## src/rtl/connect4_pkg.sv

```systemverilog
// Shared types and constants for the Connect-4 move controller.
// Latency: n/a (types only).
// Backpressure: n/a (types only).
package connect4_pkg;

    localparam int NUM_COLS = 7;
    localparam int NUM_ROWS = 6;

    // Player encoding
    localparam logic P1 = 1'b0;
    localparam logic P2 = 1'b1;

    typedef logic [2:0] col_t;
    typedef logic [2:0] row_t;

    typedef enum logic [1:0] {
        ST_IDLE    = 2'd0,
        ST_CHECK   = 2'd1,
        ST_ISSUE   = 2'd2,
        ST_RELEASE = 2'd3
    } c4_state_t;

endpackage

```

## src/rtl/connect4_move_controller_if.sv

```systemverilog
// Button/drop/status bundle between the move controller and its neighbours.
// Latency: n/a (wiring only).
// Backpressure: drop_valid/drop_ready handshake; drop_* held while valid && !ready.
// Modports: master = move controller (drives drop_* and status), slave = buttons/board writer.
interface connect4_move_controller_if #(
    parameter int NUM_COLS = 7
);
    import connect4_pkg::*;

    logic [NUM_COLS-1:0] in_column;
    logic                new_game;
    logic                drop_ready;
    logic                drop_valid;
    col_t                drop_col;
    row_t                drop_row;
    logic                drop_player;
    logic                cur_player;
    logic                illegal_move;
    logic                board_full;

    modport master (
        input  in_column, new_game, drop_ready,
        output drop_valid, drop_col, drop_row, drop_player,
               cur_player, illegal_move, board_full
    );

    modport slave (
        output in_column, new_game, drop_ready,
        input  drop_valid, drop_col, drop_row, drop_player,
               cur_player, illegal_move, board_full
    );

endinterface

```

## src/rtl/column_onehot_decoder.sv

```systemverilog
// Decodes a column button vector to a column index and flags whether exactly one bit is set.
// Latency: combinational.
// Backpressure: none.
// Ports: onehot_in (button vector), col_idx (index of set bit), onehot_ok (exactly one bit set).
module column_onehot_decoder
    import connect4_pkg::*;
#(
    parameter int WIDTH = 7
) (
    input  logic [WIDTH-1:0] onehot_in,
    output col_t             col_idx,
    output logic             onehot_ok
);

    always_comb begin
        col_idx = '0;
        for (int k = 0; k < WIDTH; k++) begin
            if (onehot_in[k]) begin
                col_idx = col_t'(k);
            end
        end
    end

    assign onehot_ok = $onehot(onehot_in);

endmodule

```

## src/rtl/connect4_move_controller.sv

```systemverilog
// Turn sequencer: validates a column press, issues one drop per legal move, alternates players.
// Latency: press on in_column -> drop_valid on the 3rd rising edge (in_q, IDLE, CHECK).
// Backpressure: drop_* held stable in ISSUE until drop_ready; state updates only on the handshake.
// Ports: clk, reset_n (async active-low), bus (master modport: buttons, new_game, drop handshake, status).
// Optional: define MOVE_TIMEOUT_EN to pass the turn after TIMEOUT_CYCLES idle cycles.
module connect4_move_controller #(
    parameter int NUM_COLS = connect4_pkg::NUM_COLS,
    parameter int NUM_ROWS = connect4_pkg::NUM_ROWS
`ifdef MOVE_TIMEOUT_EN
    , parameter logic [31:0] TIMEOUT_CYCLES = 32'd500_000_000
`endif
) (
    input  logic                          clk,
    input  logic                          reset_n,
    connect4_move_controller_if.master    bus
);
    import connect4_pkg::*;

    localparam logic [5:0] FULL_COUNT = 6'(NUM_COLS * NUM_ROWS);

    c4_state_t           state, state_nxt;
    logic [NUM_COLS-1:0] in_q;
    row_t                height [NUM_COLS];
    logic [5:0]          count;

    logic drop_valid_r, drop_player_r, cur_player_r, illegal_r, board_full_r;
    col_t drop_col_r;
    row_t drop_row_r;

    col_t dec_col;
    logic onehot_ok;
    logic col_full;
    logic load_drop, reject, handshake;
    logic timeout_hit;

    column_onehot_decoder #(.WIDTH(NUM_COLS)) u_dec (
        .onehot_in (in_q),
        .col_idx   (dec_col),
        .onehot_ok (onehot_ok)
    );

    assign col_full = (height[dec_col] == row_t'(NUM_ROWS));

`ifdef MOVE_TIMEOUT_EN
    logic [31:0] idle_cnt;

    assign timeout_hit = (state == ST_IDLE) && (idle_cnt == TIMEOUT_CYCLES - 32'd1);

    always_ff @(posedge clk or negedge reset_n) begin
        if (!reset_n) begin
            idle_cnt <= '0;
        end else if (bus.new_game || state != ST_IDLE || timeout_hit) begin
            idle_cnt <= '0;
        end else begin
            idle_cnt <= idle_cnt + 32'd1;
        end
    end
`else
    assign timeout_hit = 1'b0;
`endif

    // State register
    always_ff @(posedge clk or negedge reset_n) begin
        if (!reset_n) state <= ST_IDLE;
        else          state <= state_nxt;
    end

    // Next-state logic; new_game overrides every transition
    always_comb begin
        state_nxt = state;
        case (state)
            ST_IDLE:    if (in_q != '0 && !board_full_r) state_nxt = ST_CHECK;
            ST_CHECK:   state_nxt = (onehot_ok && !col_full) ? ST_ISSUE : ST_RELEASE;
            ST_ISSUE:   if (drop_valid_r && bus.drop_ready) state_nxt = ST_RELEASE;
            ST_RELEASE: if (in_q == '0) state_nxt = ST_IDLE;
            default:    state_nxt = ST_IDLE;
        endcase
        if (bus.new_game) state_nxt = ST_RELEASE;
    end

    // Output/control decode
    always_comb begin
        load_drop = 1'b0;
        reject    = 1'b0;
        handshake = 1'b0;
        if (!bus.new_game) begin
            case (state)
                ST_CHECK: begin
                    if (!onehot_ok || col_full) reject    = 1'b1;
                    else                        load_drop = 1'b1;
                end
                ST_ISSUE: handshake = drop_valid_r && bus.drop_ready;
                default: ;
            endcase
        end
    end

    // Datapath and registered outputs
    always_ff @(posedge clk or negedge reset_n) begin
        if (!reset_n) begin
            in_q          <= '0;
            drop_valid_r  <= 1'b0;
            drop_col_r    <= '0;
            drop_row_r    <= '0;
            drop_player_r <= P1;
            cur_player_r  <= P1;
            illegal_r     <= 1'b0;
            board_full_r  <= 1'b0;
            count         <= '0;
            for (int i = 0; i < NUM_COLS; i++) height[i] <= '0;
        end else begin
            in_q      <= bus.in_column;
            illegal_r <= reject;
            if (bus.new_game) begin
                // Pending drop is discarded even if drop_ready is high this cycle
                drop_valid_r <= 1'b0;
                cur_player_r <= P1;
                board_full_r <= 1'b0;
                count        <= '0;
                for (int i = 0; i < NUM_COLS; i++) height[i] <= '0;
            end else begin
                board_full_r <= (count == FULL_COUNT);
                if (load_drop) begin
                    drop_valid_r  <= 1'b1;
                    drop_col_r    <= dec_col;
                    drop_row_r    <= height[dec_col];
                    drop_player_r <= cur_player_r;
                end
                if (handshake) begin
                    drop_valid_r       <= 1'b0;
                    height[drop_col_r] <= height[drop_col_r] + row_t'(1);
                    count              <= count + 6'd1;
                end
                if (handshake || timeout_hit) begin
                    cur_player_r <= (cur_player_r == P1) ? P2 : P1;
                end
            end
        end
    end

    assign bus.drop_valid   = drop_valid_r;
    assign bus.drop_col     = drop_col_r;
    assign bus.drop_row     = drop_row_r;
    assign bus.drop_player  = drop_player_r;
    assign bus.cur_player   = cur_player_r;
    assign bus.illegal_move = illegal_r;
    assign bus.board_full   = board_full_r;

endmodule

```

## src/flat_wrapper.sv

```systemverilog
// flat-port wrapper written by rule: the top's interface ports become plain ports
module connect4_move_controller_flat import connect4_pkg::*;
#(
    parameter int NUM_COLS = connect4_pkg::NUM_COLS,
    parameter int NUM_ROWS = connect4_pkg::NUM_ROWS

)
  (clk, reset_n, bus_in_column, bus_new_game, bus_drop_ready, bus_drop_valid, bus_drop_col, bus_drop_row, bus_drop_player, bus_cur_player, bus_illegal_move, bus_board_full);
  connect4_move_controller_if #(.NUM_COLS(NUM_COLS)) bus_i ();
  input  logic clk;
  input  logic reset_n;
  input wire logic [$bits(bus_i.in_column)-1:0] bus_in_column;
  input wire logic [$bits(bus_i.new_game)-1:0] bus_new_game;
  input wire logic [$bits(bus_i.drop_ready)-1:0] bus_drop_ready;
  output wire logic [$bits(bus_i.drop_valid)-1:0] bus_drop_valid;
  output wire logic [$bits(bus_i.drop_col)-1:0] bus_drop_col;
  output wire logic [$bits(bus_i.drop_row)-1:0] bus_drop_row;
  output wire logic [$bits(bus_i.drop_player)-1:0] bus_drop_player;
  output wire logic [$bits(bus_i.cur_player)-1:0] bus_cur_player;
  output wire logic [$bits(bus_i.illegal_move)-1:0] bus_illegal_move;
  output wire logic [$bits(bus_i.board_full)-1:0] bus_board_full;
  assign bus_i.in_column = bus_in_column;
  assign bus_i.new_game = bus_new_game;
  assign bus_i.drop_ready = bus_drop_ready;
  assign bus_drop_valid = bus_i.drop_valid;
  assign bus_drop_col = bus_i.drop_col;
  assign bus_drop_row = bus_i.drop_row;
  assign bus_drop_player = bus_i.drop_player;
  assign bus_cur_player = bus_i.cur_player;
  assign bus_illegal_move = bus_i.illegal_move;
  assign bus_board_full = bus_i.board_full;
  connect4_move_controller #(.NUM_COLS(NUM_COLS), .NUM_ROWS(NUM_ROWS)) u_core (.clk(clk), .reset_n(reset_n), .bus(bus_i));
endmodule
```

## config.mk

```make
export PLATFORM = sky130hd
export DESIGN_NAME = connect4_move_controller_flat
export DESIGN_NICKNAME = d
export VERILOG_FILES = /design/src/rtl/connect4_pkg.sv /design/src/rtl/connect4_move_controller_if.sv /design/src/rtl/column_onehot_decoder.sv /design/src/rtl/connect4_move_controller.sv /design/src/flat_wrapper.sv
export SDC_FILE = /design/constraint.sdc
export NUM_CORES = 1
export LEC_CHECK = 0
export BUFFER_PORTS_ARGS = -buffer_cell sky130_fd_sc_hd__clkbuf_2
export CELL_PAD_IN_SITES_DETAIL_PLACEMENT = 1
export CELL_PAD_IN_SITES_GLOBAL_PLACEMENT = 1
export CORE_MARGIN = 1.5
export CORE_UTILIZATION = 45
export DETAILED_ROUTE_END_ITERATION = 10
export HOLD_SLACK_MARGIN = 0.06
export PLACE_DENSITY = 0.77
export SYNTH_ARGS = -nofsm -noshare
export SYNTH_HDL_FRONTEND = slang
export SYNTH_SLANG_ARGS = --single-unit
```

## constraint.sdc

```tcl
create_clock -name clk -period 5.18 [get_ports clk]
set_input_delay 0.518 -clock clk [delete_from_list [all_inputs] [get_ports clk]]
set_output_delay 0.518 -clock clk [all_outputs]
set_load 0.03 [all_outputs]
```

==> results_dict.tcl, run 1 <==
set metrics [dict create \
    dp.final_hpwl_um 4880 \
    setup_viol 0 \
    final_nets 306 \
    hold_viol_final 0 \
    drive_gt1_frac 0.179 \
    grt_pass1_wl_um 10900 \
    root_buffer "clkbuf_8" \
    synthArstFlopShare 1.00 \
    cts_setup_buffers 0 \
    layout_commonest_cell "dfrtp_1" \
    synth.net_count 288 \
    num_rows 28 \
    first_iter_violations 166 \
    final.period_utilization 0.769 \
    clockPowerShare 0.226 \
    yosys_warnings 0 \
    period_minus_slack_ns 3.98 \
    route.detailed.drc 0 \
    hp-class "in -> async" \
    die_x_um 80.4 \
    syn_inst 262 \
    ios 22 \
    synth_area_mm2 0.00270 \
    cts_made_buffers 5 \
    grt_overflow 0 \
    tightest_slew_ns 0.823 \
    cellPowerDensity_mw_per_mm2 326 \
    outcome "finished clean" \
    post_drt_wl_per_cell_um 18.7 \
    arrival_ns 4.18 \
    seq_power_share 0.484 \
    ys_ff_latch 47 \
    p_leak_nw 1.37 \
    rr_startpoint "u_core.in_q[1]$_DFF_PN0_" \
    worst-path-max-fanout 6 \
    max_freq_mhz 251 \
    clock_latency_ns 0.31 \
    cp-start-kind "flip-flop" \
    power_frac_comb 0.290 \
    portBuffers 21 \
    p_int_mw 0.586 \
    clk_pin_slew_ns 0.09 \
    crit_buf_inv 3 \
    cts_tree "yes" \
    clock-sinks 47 \
    initial_core_util 0.461 \
    ys.flop_type "dfrtp_1" \
    relSlewSlack 0.447 \
    finish.utilization 0.499 \
    via_per_inst 5.76 \
    grt_max_degree 48 \
    worst_clock_skew_ns 0.00713 \
    drt-total-wl_um 6620 \
    avgSynthCellArea_um2 10.3 \
    final_antenna_net_count 0 \
    antenna_found_initial 0 \
    htree_levels 2 \
    layout_common_cells "dfrtp_1, nor2_1, mux2i_1" \
    crit_start "u_core.in_q[1]$_DFF_PN0_" \
    slowest_stage "fa_1" \
    path_delay_family "adder cells" \
    slowest_delay_ns 0.49 \
    n_fill_cell 682 \
    ir_drop_mv 0.167 \
    drtPass1Iterations 4 \
    grt_pass1_vias 2107 \
    core_mm2 0.00585 \
    synth_cell_types 56 \
    cp.required_ns 5.38 \
    via_count 2040 \
    switchingPower_mw 0.365 \
    die_area_mm2 0.00646 \
    finalMaxSlewViolations 0 \
    synth_edf_count 0 \
    rsz0062_at_grt "no" \
    ys_seq_area_frac 0.436 \
    post_cts_resized 0 \
    worstSetupEndpointType "flip-flop" \
    track_usage 0.229 \
    die_y_um 80.4 \
    antenna_cells 0 \
    finalSetupTns_ns 0 \
    crit_type "reg -> reg" \
    syn_to_final_growth_pct 8.21 \
    clock_path_buffers 2 \
    sw_frac_of_total 0.384 \
    crit_chain "inv_1 > ha_1 > inv_1 > fa_1 > fa_1 > inv_1 > ha_1 > fa_1 > xor2_1 > nor3b_1 > or2b_2 > a21o_2 > o21ai_4 > mux2_4" \
    hold_buffers 0 \
    drv_cap 0 \
    gp_congestion 0.813 \
]
==> worst register-to-register path, delay by kind of cell (launching register included) <==
family | cells | cell delay, ns
AOI/OAI and AO/OA | 2 | 0.37
xor gates and xnor gates | 1 | 0.15
adders and majority gates | 5 | 1.77
buffers and inverters | 3 | 0.14
DFF | 1 | 0.41
muxes | 1 | 0.33
and+or+nand+nor | 2 | 0.70
==> power groups by stage <==
stage	clock network, mW	logic, mW	registers (mW)
final	0.215	0.275	0.461
after global placement	0	0.269	0.463
after CTS	0.220	0.278	0.459
after detailed placement	0	0.277	0.467
after floorplan	0	0.201	0.465
after global routing	0.237	0.305	0.467
==> area by class of cell <==
class	count	area, um2	share of cell area
repair buffers	22	113	0.0386
inverters	19	73.8	0.0253
clock inverters	1	7.51	0.00257
flip-flops and latches	47	1180	0.403
well taps	75	93.8	0.0322
clock buffers	5	68.8	0.0236
multi-input cells	185	1390	0.475
==> flip-flops by register name (all words and copies together), names as in the netlist, 2 cells and up <==
| signal | count |
|---|---|
| u_core.state | 2 |
| u_core.bus.drop_col | 3 |
| u_core.count | 6 |
| u_core.bus.drop_row | 3 |
| u_core.in_q | 7 |
| u_core.height | 21 |
==> per-layer routing <==
layer	GRT usage	wire length, um
met3	0.0432	258
met5	0	0
met4	0.0828	133
met1	0.306	3000
met2	0.368	3230
==> path summary, 6_finish.rpt <==
check / to / slack (ns) / cells past startpoint
setup / recovery: u_core.bus.drop_player$_DFFE_PN0P_ / 1.20 / 14
hold / removal: u_core.in_q[6]$_DFF_PN0_ / 0.29 / 2
setup reg to reg: u_core.bus.drop_player$_DFFE_PN0P_ / 1.20 / 14
hold reg to reg: u_core.bus.drop_row[0]$_DFFE_PN0P_ / 0.52 / 2
max in group asynchronous: u_core.height[5]$_DFFE_PN0P_ / 4.47 / 2
min in group clk: u_core.in_q[6]$_DFF_PN0_ / 0.31 / 1
==> kinds of logic after synthesis <==
kind of cell    count (synthesis)  share of synthesized area
compound gates                 48                      0.132
mux                            30                      0.125
fa+ha+maj                      15                     0.0780
flops                          47                      0.436
xor+xnor                        8                     0.0260
simple gates                   84                      0.153
buf+inv                        30                     0.0501
==> synth_stat cells (all sizes together), types with 4 or more instances <==
library cell  instances  area [um2]
nor2                 38         148
a31oi                 4        25.0
inv                  19        73.8
o21ai                 9        56.3
a21oi                10        53.8
nor2b                 4        40.0
dfrtp                47        1180
buf                   4        35.0
nor3                 10        55.1
ha                   12         150
clkbuf                7        26.3
nand2                14        52.6
nand3                 4        20.0
mux2i                25         250
xor2                  6        52.6
==> metrics by stage <==
stage	setup slack, ns	power (mW)	cells	instance area [um2]	hold WS (ns)
after floorplan	1.44	0.666	262	2700	0.222
after global placement	1.33	0.732	348	2840	0.478
after detailed placement	1.20	0.744	348	2840	0.507
after CTS	1.19	0.958	354	2920	0.302
after global routing	1.06	1.01	354	2920	0.292
final	1.20	0.951	354	2920	0.290
Note: power is estimated with default switching activity, not from simulation.
==> run 2: changes to the inputs <==
Settings changed: ABC_AREA from default to 1, CORE_UTILIZATION 45 to 41.
Clock period 5.18 ns to 3.6 ns, I/O delays scaled along.
==> run 2 against run 1 <==
  * Clock skew grew 0.0048 ns
  * Global-route usage shrank 2.1 points
  * Clock-buffer cell count is the same
  * Non-clock buffer count grew 5
  * Hold slack lost 0.16 ns
  * Synthesized cell count grew 20%
  * Sequential power grew 35%
  * Power grew 61%
  * Critical endpoint is now u_core.bus.drop_col[1]$_DFFE_PN0P_
  * Critical path depth grew 1
==> results_dict.tcl, run 2 <==
set metrics [dict create \
    fin_hold_ws_ns 0.133 \
    core_mm2 0.00631 \
    arrival_ns 3.64 \
    reg_top3 "u_core.height: 21 flops, u_core.in_q: 7 flops, u_core.count: 6 flops" \
    ir_drop_mv 0.268 \
    top_register "u_core.height" \
    synthArstFlopShare 1.00 \
    cts_tree "yes" \
    avgSynthCellArea_um2 8.53 \
    cts_made_buffers 5 \
    dp.final_hpwl_um 5030 \
    synth.net_count 340 \
    crit_buf_inv 4 \
    largest_reg_flops 21 \
    root_buffer "clkbuf_8" \
    ys_ff_latch 47 \
    ys_seq_area_frac 0.439 \
    syn_inst 314 \
    finish.utilization 0.480 \
    track_usage 0.208 \
    die_x_um 83.8 \
    ios 22 \
    gp_congestion 0.810 \
    antenna_found_initial 0 \
    tightest_slew_ns 0.772 \
    max_freq_mhz 291 \
    yosys_warnings 0 \
    final.period_utilization 0.955 \
    yosys.cell_count.top_type "inv_1" \
    via_per_inst 5.36 \
    path_delay_family "adder cells" \
    synth_cell_types 36 \
    synth_top_cell_by_area "dfrtp_1" \
    worst-path-max-fanout 7 \
    drtPass1Iterations 4 \
    synth_area_leaders "dfrtp_1, inv_1, nand2_1" \
    synth_area_mm2 0.00268 \
    grt_pass1_vias 2384 \
    finalMaxSlewViolations 0 \
    grt_overflow 0 \
    worst_clock_skew_ns 0.0119 \
    first_iter_violations 125 \
    route.detailed.drc 0 \
    slowest_stage "fa_1" \
    htree_levels 2 \
    synth_edf_count 0 \
    initial_core_util 0.424 \
    ys_top_cells_by_count "inv_1, dfrtp_1, nand2_1" \
    p_leak_nw 1.45 \
    layout_commonest_cell "inv_1" \
    grt_pass1_wl_um 11500 \
    clock_path_buffers 2 \
    portBuffers 21 \
    slowest_delay_ns 0.49 \
    layout_common_cells "inv_1, dfrtp_1, nand2_1" \
    period_minus_slack_ns 3.44 \
    num_rows 29 \
    grt_max_degree 48 \
    setup_viol 0 \
    relSlewSlack 0.485 \
    rsz0062_at_grt "no" \
    final_antenna_net_count 0 \
    cp-start-kind "flip-flop" \
    crit_chain "inv_1 > ha_1 > inv_1 > fa_1 > fa_1 > inv_1 > ha_1 > fa_1 > inv_2 > nor2_1 > or3b_4 > a21oi_4 > nand3_4 > nand2_1 > o21ai_2" \
    ys.flop_type "dfrtp_1" \
    cp.required_ns 3.80 \
    clock_latency_ns 0.31 \
    antenna_cells 0 \
    drive_gt1_frac 0.194 \
    drt-total-wl_um 6860 \
    yosys.area.top_type_share 0.439 \
    via_count 2262 \
    post_drt_wl_per_cell_um 16.2 \
    die_y_um 83.8 \
    syn_to_final_growth_pct 13.1 \
    outcome "finished clean" \
    worstSetupEndpointType "flip-flop" \
    clk_pin_slew_ns 0.09 \
    drv_cap 0 \
    hold_viol_final 0 \
    cellPowerDensity_mw_per_mm2 505 \
    final_nets 370 \
    hp-class "in -> async" \
    die_area_mm2 0.00703 \
    crit_type "reg -> reg" \
    clock-sinks 47 \
]
[run 2: cell count changes in the layout (fill, tap and decap cells not counted), moves of 6 or more]
cell	delta
mux2i_1	-25
nor2_1	-21
o21ai_2	+6
xor2_1	-6
o22ai_1	+21
nand3_1	+27
nand2_2	+8
nand2_1	+31
inv_1	+45
o21ai_0	+6
[run 2: repair_timing]
item,CTS,global route
cloned,1,0
endpoints found under the setup margin,9,10
gates resized for setup,4,2
hold buffers,0,0
buffers inserted,1,2
pin swaps,1,0
[run 2: report_power, final]
group | internal, mW | switching (mW) | leakage (nW) | total (mW)
Clock | 0.207 | 0.189 | 0.0581 | 0.396
Sequential | 0.570 | 0.0545 | 0.629 | 0.624
Combinational | 0.175 | 0.335 | 0.765 | 0.509
[run 2: final timing paths]
path                                                     from                                 end  slack (ns)  depth (start not counted)
min in group clk                             bus_in_column[2]            u_core.in_q[2]$_DFF_PN0_        0.15                          1
hold / removal                                        reset_n        u_core.height[0]$_DFFE_PN0P_        0.13                          2
setup / recovery                     u_core.in_q[0]$_DFF_PN0_  u_core.bus.drop_col[1]$_DFFE_PN0P_        0.16                         15
max in group asynchronous                             reset_n         u_core.count[4]$_DFFE_PN0N_        3.06                          2
setup reg to reg                     u_core.in_q[0]$_DFF_PN0_  u_core.bus.drop_col[1]$_DFFE_PN0P_        0.16                         15
hold reg to reg            u_core.bus.drop_row[2]$_DFFE_PN0P_  u_core.bus.drop_row[2]$_DFFE_PN0P_        0.48                          2
[run 2: cell type report]
cell class | instances | area, um2
clock buffer | 5 | 68.8
clock inverter | 3 | 43.8
fill | 785 | 3280
inverter | 67 | 251
multi-input combinational | 196 | 1240
sequential | 47 | 1180
tap | 77 | 96.3
timing repair buffer | 27 | 154
[run 2: cell families (layout without fill, tap and decap cells)]
family | count (synthesis) | in the layout | synth area share
buffers and inverters | 72 | 102 | 0.110
AO/OA/AOI/OAI | 64 | 64 | 0.155
AND/OR/NAND/NOR | 115 | 116 | 0.212
flip-flops | 47 | 47 | 0.439
adder cells (fa/ha/maj) | 15 | 15 | 0.0785
XOR/XNOR | 1 | 1 | 0.00607
[run 2: routing by layer]
metal,track usage,part of all wire,vias up
li1,-,-,1094
met5,0,0,-
met3,0.0376,0.033,8
met4,0.0775,0.015,0
met2,0.348,0.49,41
met1,0.268,0.46,1119
[run 2: per-stage QoR]
stage                     power (mW)  cells  worst slack [ns]  TNS, ns  instance area [um2]
after floorplan                0.976    314            0.0965        0                 2680
after global placement          1.10    410            0.0544        0                 2860
after detailed placement        1.11    410           -0.0960   -0.444                 2860
after CTS                       1.53    420            0.0137        0                 3010
after global routing            1.62    422            0.0312        0                 3030
final                           1.53    422             0.162        0                 3030
==> run 3: changes to the inputs <==
Settings changed: REMOVE_ABC_BUFFERS from default to 1.
==> run 3 against run 2 <==
  * Die area is the same
  * Largest power group unchanged
  * Sequential power grew 1%
  * Hold slack gained 0.013 ns
  * Sequential cell count is the same
==> results_dict.tcl, run 3 (synthesis results as in run 2) <==
set metrics [dict create \
    route.detailed.drc 0 \
    layout_commonest_cell "inv_1" \
    num_rows 29 \
    grt_overflow 0 \
    track_usage 0.212 \
    cp-start-kind "flip-flop" \
    period_minus_slack_ns 3.49 \
    dp.final_hpwl_um 5260 \
    die_area_mm2 0.00703 \
    crit_type "reg -> reg" \
    drt-total-wl_um 6910 \
    cts_made_buffers 5 \
    worst-path-max-fanout 7 \
    clock_latency_ns 0.31 \
    fin_area_mm2 0.00302 \
    dpl_worst_slack_ns -0.109 \
    clock_path_buffers 2 \
    initial_core_util 0.424 \
    rr_startpoint "u_core.in_q[0]$_DFF_PN0_" \
    post_drt_wl_per_cell_um 16.4 \
    portBuffers 21 \
    worstSetupEndpointType "flip-flop" \
    antenna_cells 0 \
    top_register "u_core.height" \
    via_per_inst 5.31 \
    fin_hold_ws_ns 0.146 \
    core_mm2 0.00631 \
    clk_pin_slew_ns 0.09 \
    first_iter_violations 91 \
    tightest_slew_ns 0.760 \
    layout_common_cells "inv_1, dfrtp_1, nand2_1" \
    cts_tree "yes" \
    arrival_ns 3.68 \
    relSlewSlack 0.493 \
    htree_levels 2 \
    grt_pass1_wl_um 11800 \
    finalMaxSlewViolations 0 \
    drtPass1Iterations 4 \
    final_nets 369 \
    final_antenna_net_count 0 \
    via_count 2235 \
    r2r-end "u_core.bus.drop_col[1]$_DFFE_PN0P_" \
    p_leak_nw 1.43 \
    ios 22 \
    reg_top3 "u_core.height: 21 flops, u_core.in_q: 7 flops, u_core.count: 6 flops" \
    largest_reg_flops 21 \
    dp_cells 410 \
    cp.required_ns 3.79 \
    hold_buffers 0 \
    gp_congestion 0.877 \
    ir_drop_mv 0.357 \
    syn_to_final_growth_pct 12.7 \
    clock-sinks 47 \
    worst_clock_skew_ns 0.0117 \
    max_freq_mhz 287 \
    die_x_um 83.8 \
    drv_cap 0 \
    drive_gt1_frac 0.209 \
    finish.utilization 0.478 \
    final.period_utilization 0.970 \
    fin_ws_ns 0.110 \
    grt_max_degree 48 \
    r2r_cells 15 \
    grt_pass1_vias 2410 \
    hold_viol_final 0 \
    root_buffer "clkbuf_8" \
    cellPowerDensity_mw_per_mm2 486 \
    outcome "finished clean" \
    hp-class "in -> async" \
    finalNonFillerCells 421 \
    reg2reg_slack_ns 0.11 \
    setup_viol 0 \
    antenna_found_initial 0 \
    die_y_um 83.8 \
    place_area_mm2 0.00286 \
]
-- run 3: worst max-delay path, cell delays in order (launching register included) --
cell and delay, ns:
dfrtp_1 0.37, inv_1 0.07, ha_4 0.26, inv_2 0.03, fa_1 0.51, fa_1 0.54
inv_1 0.05, ha_2 0.16, fa_2 0.33, inv_2 0.06, nor2_1 0.03, or3b_4 0.40
a21oi_4 0.21, nand3_4 0.17, nand2_2 0.12, o21ai_2 0.06
-- run 3: worst max path at each step --
stage | to | startpoint | slack (ns) | cells after the start
floorplan | u_core.bus.drop_col[1]$_DFFE_PN0P_ | u_core.in_q[1]$_DFF_PN0_ | 0.09 | 15
global placement | u_core.bus.drop_col[1]$_DFFE_PN0P_ | u_core.in_q[0]$_DFF_PN0_ | 0.06 | 15
detailed placement | u_core.bus.drop_row[0]$_DFFE_PN0P_ | u_core.in_q[0]$_DFF_PN0_ | -0.11 | 13
CTS | u_core.state[0]$_DFFE_PN0P_ | u_core.in_q[0]$_DFF_PN0_ | 0.002 | 16
global route | u_core.bus.drop_col[1]$_DFFE_PN0P_ | u_core.in_q[0]$_DFF_PN0_ | -0.01 | 15
finish | u_core.bus.drop_col[1]$_DFFE_PN0P_ | u_core.in_q[0]$_DFF_PN0_ | 0.11 | 15
-- run 3: per-layer routing --
| layer | global-route usage | up-vias | share of wire |
|---|---|---|---|
| li1 | - | 1089 | - |
| met1 | 0.265 | 1086 | 0.43 |
| met5 | 0 | - | 0 |
| met4 | 0.0835 | 0 | 0.024 |
| met3 | 0.0317 | 12 | 0.038 |
| met2 | 0.368 | 48 | 0.50 |
-- run 3: timing repair --
action / 4_1_cts / 5_1_grt
gates cloned: 1 / 0
gates resized for setup: 4 / 9
setup endpoints to repair: 9 / 10
setup buffers: 1 / 1
pin swaps: 1 / 7
-- run 3: cell type report --
cell class | count | area, um2
fillers | 789 | 3290
multi-input cells | 196 | 1260
flip-flops and latches | 47 | 1180
inverters | 67 | 251
repair buffers | 26 | 146
well taps | 77 | 96.3
clock buffers | 6 | 72.6
clock inverters | 2 | 12.5
-- run 3: through the flow --
| step | power [mW] | setup TNS (ns) |
|---|---|---|
| 3_3_place_gp | 1.10 | 0 |
| 6_report | 1.47 | 0 |
| 5_1_grt | 1.56 | -0.0142 |
| 2_1_floorplan | 0.968 | 0 |
| 3_5_place_dp | 1.13 | -0.625 |
| 4_1_cts | 1.47 | 0 |
-- run 3: power breakdown --
part           internal, mW  switching [mW]  total, mW
clock                 0.136           0.184      0.321
sequential            0.570          0.0627      0.632
combinational         0.179           0.335      0.514
